$ cat src/rtl/papuf_eval_ctrl.sv
`default_nettype none
// ============================================================================
//  Module   : papuf_eval_ctrl
//  Purpose  : Evaluation controller for an array of N_BITS papuf cells that
//             share one challenge bus and one pulse line. Latches a challenge,
//             pulses the array PULSE_CYC cycles, waits SETTLE_CYC cycles,
//             samples the synchronised responses and repeats N_EVAL times.
//             Produces a per-bit majority-voted response and a per-bit
//             instability flag (votes not unanimous).
//  Ports    : clk, rst          - clock, synchronous active-high reset
//             start, challenge  - request strobe and challenge (IDLE only)
//             abort             - cancel the operation in progress
//             busy, done        - status; done is a one-cycle pulse
//             response,unstable - voted result, held until next done / rst
//             puf_challenge     - challenge bus to the cells
//             puf_pulse         - shared pulse line to the cells
//             puf_resp          - raw cell outputs, asynchronous to clk
//  Revision : 1.0 - initial release
// ============================================================================
module papuf_eval_ctrl #(
    parameter int N_BITS     = 16,
    parameter int CH_W       = 16,
    parameter int PULSE_CYC  = 4,
    parameter int SETTLE_CYC = 8,
    parameter int N_EVAL     = 5
) (
    input  logic              clk,
    input  logic              rst,
    input  logic              start,
    input  logic              abort,
    input  logic [CH_W-1:0]   challenge,
    output logic              busy,
    output logic              done,
    output logic [N_BITS-1:0] response,
    output logic [N_BITS-1:0] unstable,
    output logic [CH_W-1:0]   puf_challenge,
    output logic              puf_pulse,
    input  logic [N_BITS-1:0] puf_resp
);

    // Widths of the phase counter, eval counter and per-bit ones counters
    localparam int c_PH_MAX  = (PULSE_CYC > SETTLE_CYC) ? PULSE_CYC : SETTLE_CYC;
    localparam int c_CNT_W   = $clog2(c_PH_MAX + 1);
    localparam int c_EV_W    = $clog2(N_EVAL + 1);
    localparam int c_ONES_W  = $clog2(N_EVAL + 1);

    localparam logic [c_CNT_W-1:0]  c_PULSE_LAST  = c_CNT_W'(PULSE_CYC - 1);
    localparam logic [c_CNT_W-1:0]  c_SETTLE_LAST = c_CNT_W'(SETTLE_CYC - 1);
    localparam logic [c_EV_W-1:0]   c_EV_LAST     = c_EV_W'(N_EVAL - 1);
    localparam logic [c_ONES_W-1:0] c_HALF        = c_ONES_W'(N_EVAL / 2);
    localparam logic [c_ONES_W-1:0] c_FULL        = c_ONES_W'(N_EVAL);

    localparam logic [2:0] c_IDLE   = 3'd0;
    localparam logic [2:0] c_PULSE  = 3'd1;
    localparam logic [2:0] c_SETTLE = 3'd2;
    localparam logic [2:0] c_SAMPLE = 3'd3;
    localparam logic [2:0] c_DONE   = 3'd4;

    logic [2:0]          r_state;
    logic [c_CNT_W-1:0]  r_ph;
    logic [c_EV_W-1:0]   r_ev;
    logic [CH_W-1:0]     r_chal;
    logic [N_BITS-1:0]   r_sync1;
    logic [N_BITS-1:0]   r_sync2;

    logic w_accept;
    logic w_sample;
    logic w_last;

    assign w_accept = (r_state == c_IDLE) && start;
    // An abort landing on the SAMPLE cycle discards that sample entirely
    assign w_sample = (r_state == c_SAMPLE) && !abort;
    assign w_last   = (r_ev == c_EV_LAST);

    assign busy          = (r_state != c_IDLE);
    assign done          = (r_state == c_DONE);
    assign puf_pulse     = (r_state == c_PULSE);
    assign puf_challenge = r_chal;

    // Two-flop synchroniser for the asynchronous cell outputs
    always_ff @(posedge clk) begin
        if (rst) begin
            r_sync1 <= '0;
            r_sync2 <= '0;
        end else begin
            r_sync1 <= puf_resp;
            r_sync2 <= r_sync1;
        end
    end

    always_ff @(posedge clk) begin
        if (rst) begin
            r_state <= c_IDLE;
            r_ph    <= '0;
            r_ev    <= '0;
            r_chal  <= '0;
        end else if (r_state == c_IDLE) begin
            if (start) begin
                r_chal  <= challenge;
                r_ev    <= '0;
                r_ph    <= '0;
                r_state <= c_PULSE;
            end
        end else if (abort) begin
            // DONE also returns to IDLE here; done is still high this cycle
            r_state <= c_IDLE;
            r_ph    <= '0;
        end else begin
            case (r_state)
                c_PULSE: begin
                    if (r_ph == c_PULSE_LAST) begin
                        r_ph    <= '0;
                        r_state <= c_SETTLE;
                    end else begin
                        r_ph <= r_ph + c_CNT_W'(1);
                    end
                end
                c_SETTLE: begin
                    if (r_ph == c_SETTLE_LAST) begin
                        r_ph    <= '0;
                        r_state <= c_SAMPLE;
                    end else begin
                        r_ph <= r_ph + c_CNT_W'(1);
                    end
                end
                c_SAMPLE: begin
                    if (w_last) begin
                        r_state <= c_DONE;
                    end else begin
                        r_ev    <= r_ev + c_EV_W'(1);
                        r_state <= c_PULSE;
                    end
                end
                default: r_state <= c_IDLE;
            endcase
        end
    end

    // Per-bit vote accumulation; the result registers are loaded from the
    // next-count value so the final sample is included on entry to DONE.
    for (genvar i = 0; i < N_BITS; i++) begin : g_bit
        logic [c_ONES_W-1:0] r_ones;
        logic [c_ONES_W-1:0] w_ones_nxt;
        logic                r_resp;
        logic                r_unst;

        assign w_ones_nxt  = r_ones + c_ONES_W'(r_sync2[i]);
        assign response[i] = r_resp;
        assign unstable[i] = r_unst;

        always_ff @(posedge clk) begin
            if (rst) begin
                r_ones <= '0;
                r_resp <= 1'b0;
                r_unst <= 1'b0;
            end else if (w_accept) begin
                r_ones <= '0;
            end else if (w_sample) begin
                r_ones <= w_ones_nxt;
                if (w_last) begin
                    r_resp <= (w_ones_nxt > c_HALF);
                    r_unst <= (w_ones_nxt != '0) && (w_ones_nxt != c_FULL);
                end
            end
        end
    end

endmodule
`default_nettype wire

$ cat config.mk
export PLATFORM = sky130hd
export DESIGN_NAME = papuf_eval_ctrl
export DESIGN_NICKNAME = d
export VERILOG_FILES = /design/src/rtl/papuf_eval_ctrl.sv
export SDC_FILE = /design/constraint.sdc
export NUM_CORES = 1
export LEC_CHECK = 0
export ABC_AREA = 1
export BUFFER_PORTS_ARGS = -buffer_cell sky130_fd_sc_hd__buf_2
export CAP_MARGIN = 20
export CORE_UTILIZATION = 51
export DETAILED_ROUTE_END_ITERATION = 10
export PLACE_DENSITY = 0.76
export RECOVER_POWER = 100
export SLEW_MARGIN = 20
export SYNTH_ARGS = -nofsm -noshare
export SYNTH_HDL_FRONTEND = slang
export SYNTH_SLANG_ARGS = --single-unit
export TNS_END_PERCENT = 100
$ cat constraint.sdc
create_clock -name clk -period 4.12 [get_ports clk]
set_input_delay 0.824 -clock clk [delete_from_list [all_inputs] [get_ports clk]]
set_output_delay 0.824 -clock clk [all_outputs]
set_load 0.05 [all_outputs]
# Word level (Yosys, flattened, before mapping)
# Index checks and enable logic that the tools add are counted.
# classes
n_reduce_logical	45
magnitude_cmp	16
n_mux	18
n_addsub	18
eq_ne	28
n_bitwise	1
# op_table
cell	count
$reduce_bool A3 Y1	17
$add A3 B1 Y3	16
$gt A3 B2 Y1 const B	16
$ne A3 B3 Y1 const B	16
$mux W3	11
$mux W4	5
$logic_and A1 B1 Y1	18
$pmux W3 S3	1
$pmux W4 S2	1
$eq A3 B2 Y1 const B	2
$eq A3 B3 Y1 const B	2
$reduce_and A3 Y1	2
$add A4 B1 Y4 const B	1
$eq A4 B2 Y1 const B	1
$eq A4 B3 Y1 const B	1
$ne A2 B1 Y1 const B	2
$ne A4 B2 Y1 const B	1
$ne A4 B4 Y1 const B	1
$reduce_and A2 Y1	2
$reduce_and A4 Y1	1
$reduce_bool A4 Y1	1
$add A3 B1 Y3 const B	1
$eq A3 B1 Y1 const B	1
$logic_not A3 Y1	1
5 further kinds	5
# word_totals
inputBits	36
ff_bits	138

# Longest topological paths before layout
# depth
ltp_word	5
depth_mapped	10

# Worst setup path after synthesis
# No wires, ideal clock.
# synth_path
path_kind	reg2out
start	register r_state[0]
end	output port done
required_time_ns	3.296
slack_ns	1.755
arrival_time_ns	1.541
n_path_buf	1
stages_incl_launch_ff	3
path_cell_list	dfxtp_1 -> buf_2 -> nor3_1
# synth_via
elab_chain_len	1
# synth_rtl
element	line_no	rtl
from (decl)	59	logic [2:0] r_state;
from (signal assigned)	93	r_state <= c_IDLE;
from (signal assigned)	102	r_state <= c_PULSE;
from (signal assigned)	106	r_state <= c_IDLE;
$eq A3 B3 Y1	76	assign done = (r_state == c_DONE);
to (decl)	33	output logic done,
# Every way passes these cells.

# Worst setup path after layout
# layout_path
start	register r_state[1]
end	register g_bit[13].r_unst
# layout_via
elab_chain_len	4
word_cells_on_any_way	6
# layout_rtl
element	line_no	rtl
$logic_not A3 Y1	70	assign w_accept = (r_state == c_IDLE) && start;
$logic_and A1 B1 Y1	70	
$not A1 Y1 (no line)	--	
$reduce_and A3 Y1 (no line) *	--	
to (signal assigned)	162	r_unst <= (w_ones_nxt != '0) && (w_ones_nxt != c_FULL);
to (decl)	145	logic r_unst;
# Every way passes the cells marked *; elsewhere a longest branch is shown, timed or not.
# A chain may end at the register's enable or synchronous reset.

==> results_dict.tcl <==
set metrics [dict create \
    combPwrFrac 0.119 \
    seq_power_share 0.423 \
    area.growth.synth_to_final_pct 12.4 \
    fmaxAchievable_mhz 335 \
    critPathKind "flop to flop" \
    p_int_mw 2.44 \
    die_w_um 111 \
    synth_largest_area_cell "dfxtp_1" \
    fin_crit_ps 2980 \
    fill_cells 1036 \
    slowest_stage "nor2_1" \
    yosys_most_used_dff "dfxtp_1" \
    final_core_util 0.591 \
    clk_pin_slew_ps 60 \
    wirelength_mm 11.8 \
    ctsResizeCount 0 \
    hp-class "flop to flop" \
    avgSynthCellArea_um2 7.97 \
    stdcell_area_um2 6770 \
    switchingPower_mw 0.916 \
    cap_violations 2 \
    grt_max_degree 53 \
    netlist-cell-type-count 22 \
    gp_congestion 0.775 \
    n_antenna_cell 0 \
    clkPwrFrac 0.458 \
    peakVddDrop_mv 0.355 \
    instances_no_fill 955 \
    powerDensity_nw_per_um2 496 \
    setup_slack_ps 1140 \
    cp_slowest_stage_delay_ps 1280 \
    grt-ovfl-total 0 \
    cts_made_buffers 17 \
    clock_tree.root_cell "clkbuf_16" \
    insertion_delay_ps 410 \
    r2r_end "g_bit[13].r_unst" \
    crit_required_ps 4420 \
    whs_endpoint "r_sync2[2]" \
    ctsHoldBuffers 0 \
    path_cells "nand2_1, nor2_4, nand2_4, nor2_1, inv_2, nor2_1, nor2_1" \
    placed_area_um2 6260 \
    r2r_setup_slack_ps 1140 \
    multi_input_area_um2 2480 \
    cp-start-kind "flop" \
    power.leakage_nw 3.05 \
    syn_nets 827 \
    dp_slack_ps 1470 \
    antenna_found_initial 0 \
    drive_above_1_share 0.0936 \
    finalPower_mw 3.36 \
    setup_tns_ps 0 \
    grtUsageTotal 0.203 \
    swShare 0.273 \
    worst_pin_slew_ps 2300 \
    synth_top_area_share 0.458 \
    vias 4677 \
    viasPerCell 4.90 \
    crit_path_max_fanout 27 \
    finalNetCount 870 \
    r2r_cells 7 \
    finalClockSkew_ps 7.45 \
    drc_errors 0 \
    io_pins 87 \
    syn_inst 756 \
    core_area_um2 11500 \
    ys_seq_area_frac 0.458 \
    dieArea_um2 12300 \
    cts_tree "done" \
    register_area_um2 2760 \
    drtIter0Drc 306 \
    post_drt_wl_per_cell_um 12.4 \
    hp-start "r_sync1[2]" \
    first_pass_iters 5 \
    synth_area_um2 6030 \
    rsz0062_at_grt "false" \
    setup_viol 0 \
    synth-edff-count 0 \
    htree_levels 4 \
    finalHoldViolCount 0 \
    synth.area.top_cells "dfxtp_1 (46%), nor2_1 (7.7%), ha_1 (7.3%), inv_1 (5.4%), a21oi_1 (5.3%)" \
    synth_commonest_cells "dfxtp_1 (138), nor2_1 (124), inv_1 (87)" \
    violations "capacitance limit, slew limit" \
    rows 39 \
    post-route-period-util 0.724 \
    grt_pass1_vias 4305 \
    drv_slew 81 \
    endpoint_kind "flop" \
    postCtsSetupBuffers 0 \
    die_y_um 111 \
    synth-seq-cells 138 \
    synth_most_common_cell "dfxtp_1" \
    dp_cells 923 \
    synth-async-reset-ratio 0 \
    whs_ps 400 \
    critPathMostFrequentCell "nor2_1" \
    port_buffers 86 \
    ant_nets 0 \
    initial_utilization 0.526 \
    slew_headroom -0.534 \
    whs_path_depth 2 \
    place_hpwl_mm 7.63 \
    synth_warnings 0 \
    reg2reg_from "r_state[1]" \
    ctsLongestPathBuffers 2 \
    cts.sinks 138 \
    status "complete, but fails checks" \
    cp.arrival_ps 3280 \
    grt_pass1_wl_mm 20.3 \
]
## cell type report
type | instances | share of cell area
clock inverter | 14 | 0.0255
inverter | 92 | 0.0510
clock buffer | 18 | 0.0634
tap | 143 | 0.0264
timing repair buffer | 92 | 0.0597
sequential | 138 | 0.408
multi-input combinational | 458 | 0.366
## power groups by stage
stage | registers, mW | logic, mW | clock network (mW)
floorplan | 1.50 | 0.270 | 0
global placement | 1.45 | 0.402 | 0
detailed placement | 1.45 | 0.409 | 0
CTS | 1.42 | 0.413 | 1.56
global route | 1.43 | 0.448 | 1.62
finish | 1.42 | 0.400 | 1.54
## registers in the layout, indices dropped and copies added, names as in the netlist
register,count
r_sync2,16
r_state,3
g_bit.r_unst,16
r_ph,4
r_ev,3
g_bit.r_resp,16
puf_challenge,16
r_sync1,16
g_bit.r_ones,48
## critical path, delay by kind of cell, from the launching register on
family        cells  cell delay (ps)
buf+inv           1              430
flops             1              440
simple gates      6             2000
## per-layer routing
metal | part of all wire | up-vias | track usage
met3 | 0.056 | 9 | 0.0558
met2 | 0.43 | 112 | 0.302
met1 | 0.50 | 2042 | 0.284
met5 | 0 | - | 0
li1 | - | 2514 | -
met4 | 0.0082 | 0 | 0.0702
## cells in the final DEF, fill, tap and decap left out, drive strengths merged
master and count:
inv 93, nand3 39, bufinv 3, o21ai 49, clkbuf 72, buf 38, xnor2 16, clkinv 5
nand2 85, clkinvlp 5, a211oi 40, nor3 1, nor2 127, a21oi 64, dfxtp 138, ha 35
xor2 2
## cells by family after synthesis
group,Yosys count,synth area share
buffers and inverters,160,0.127
DFF,138,0.458
xor gates and xnor gates,18,0.0262
and+or+nand+nor,252,0.171
AOI/OAI and AO/OA,153,0.144
adders and majority gates,35,0.0727
## worst max path at each step
stage	from	end	slack (ps)	depth (start not counted)
6_report	r_state[1]	g_bit[13].r_unst	1140	7
5_1_grt	start	g_bit[0].r_ones[1]	870	5
4_1_cts	r_state[0]	busy	1790	3
3_5_place_dp	start	g_bit[14].r_ones[2]	1470	5
3_3_place_gp	start	g_bit[0].r_ones[2]	1500	5
2_1_floorplan	r_state[0]	done	1750	2
(Power assumes the default switching activity.)
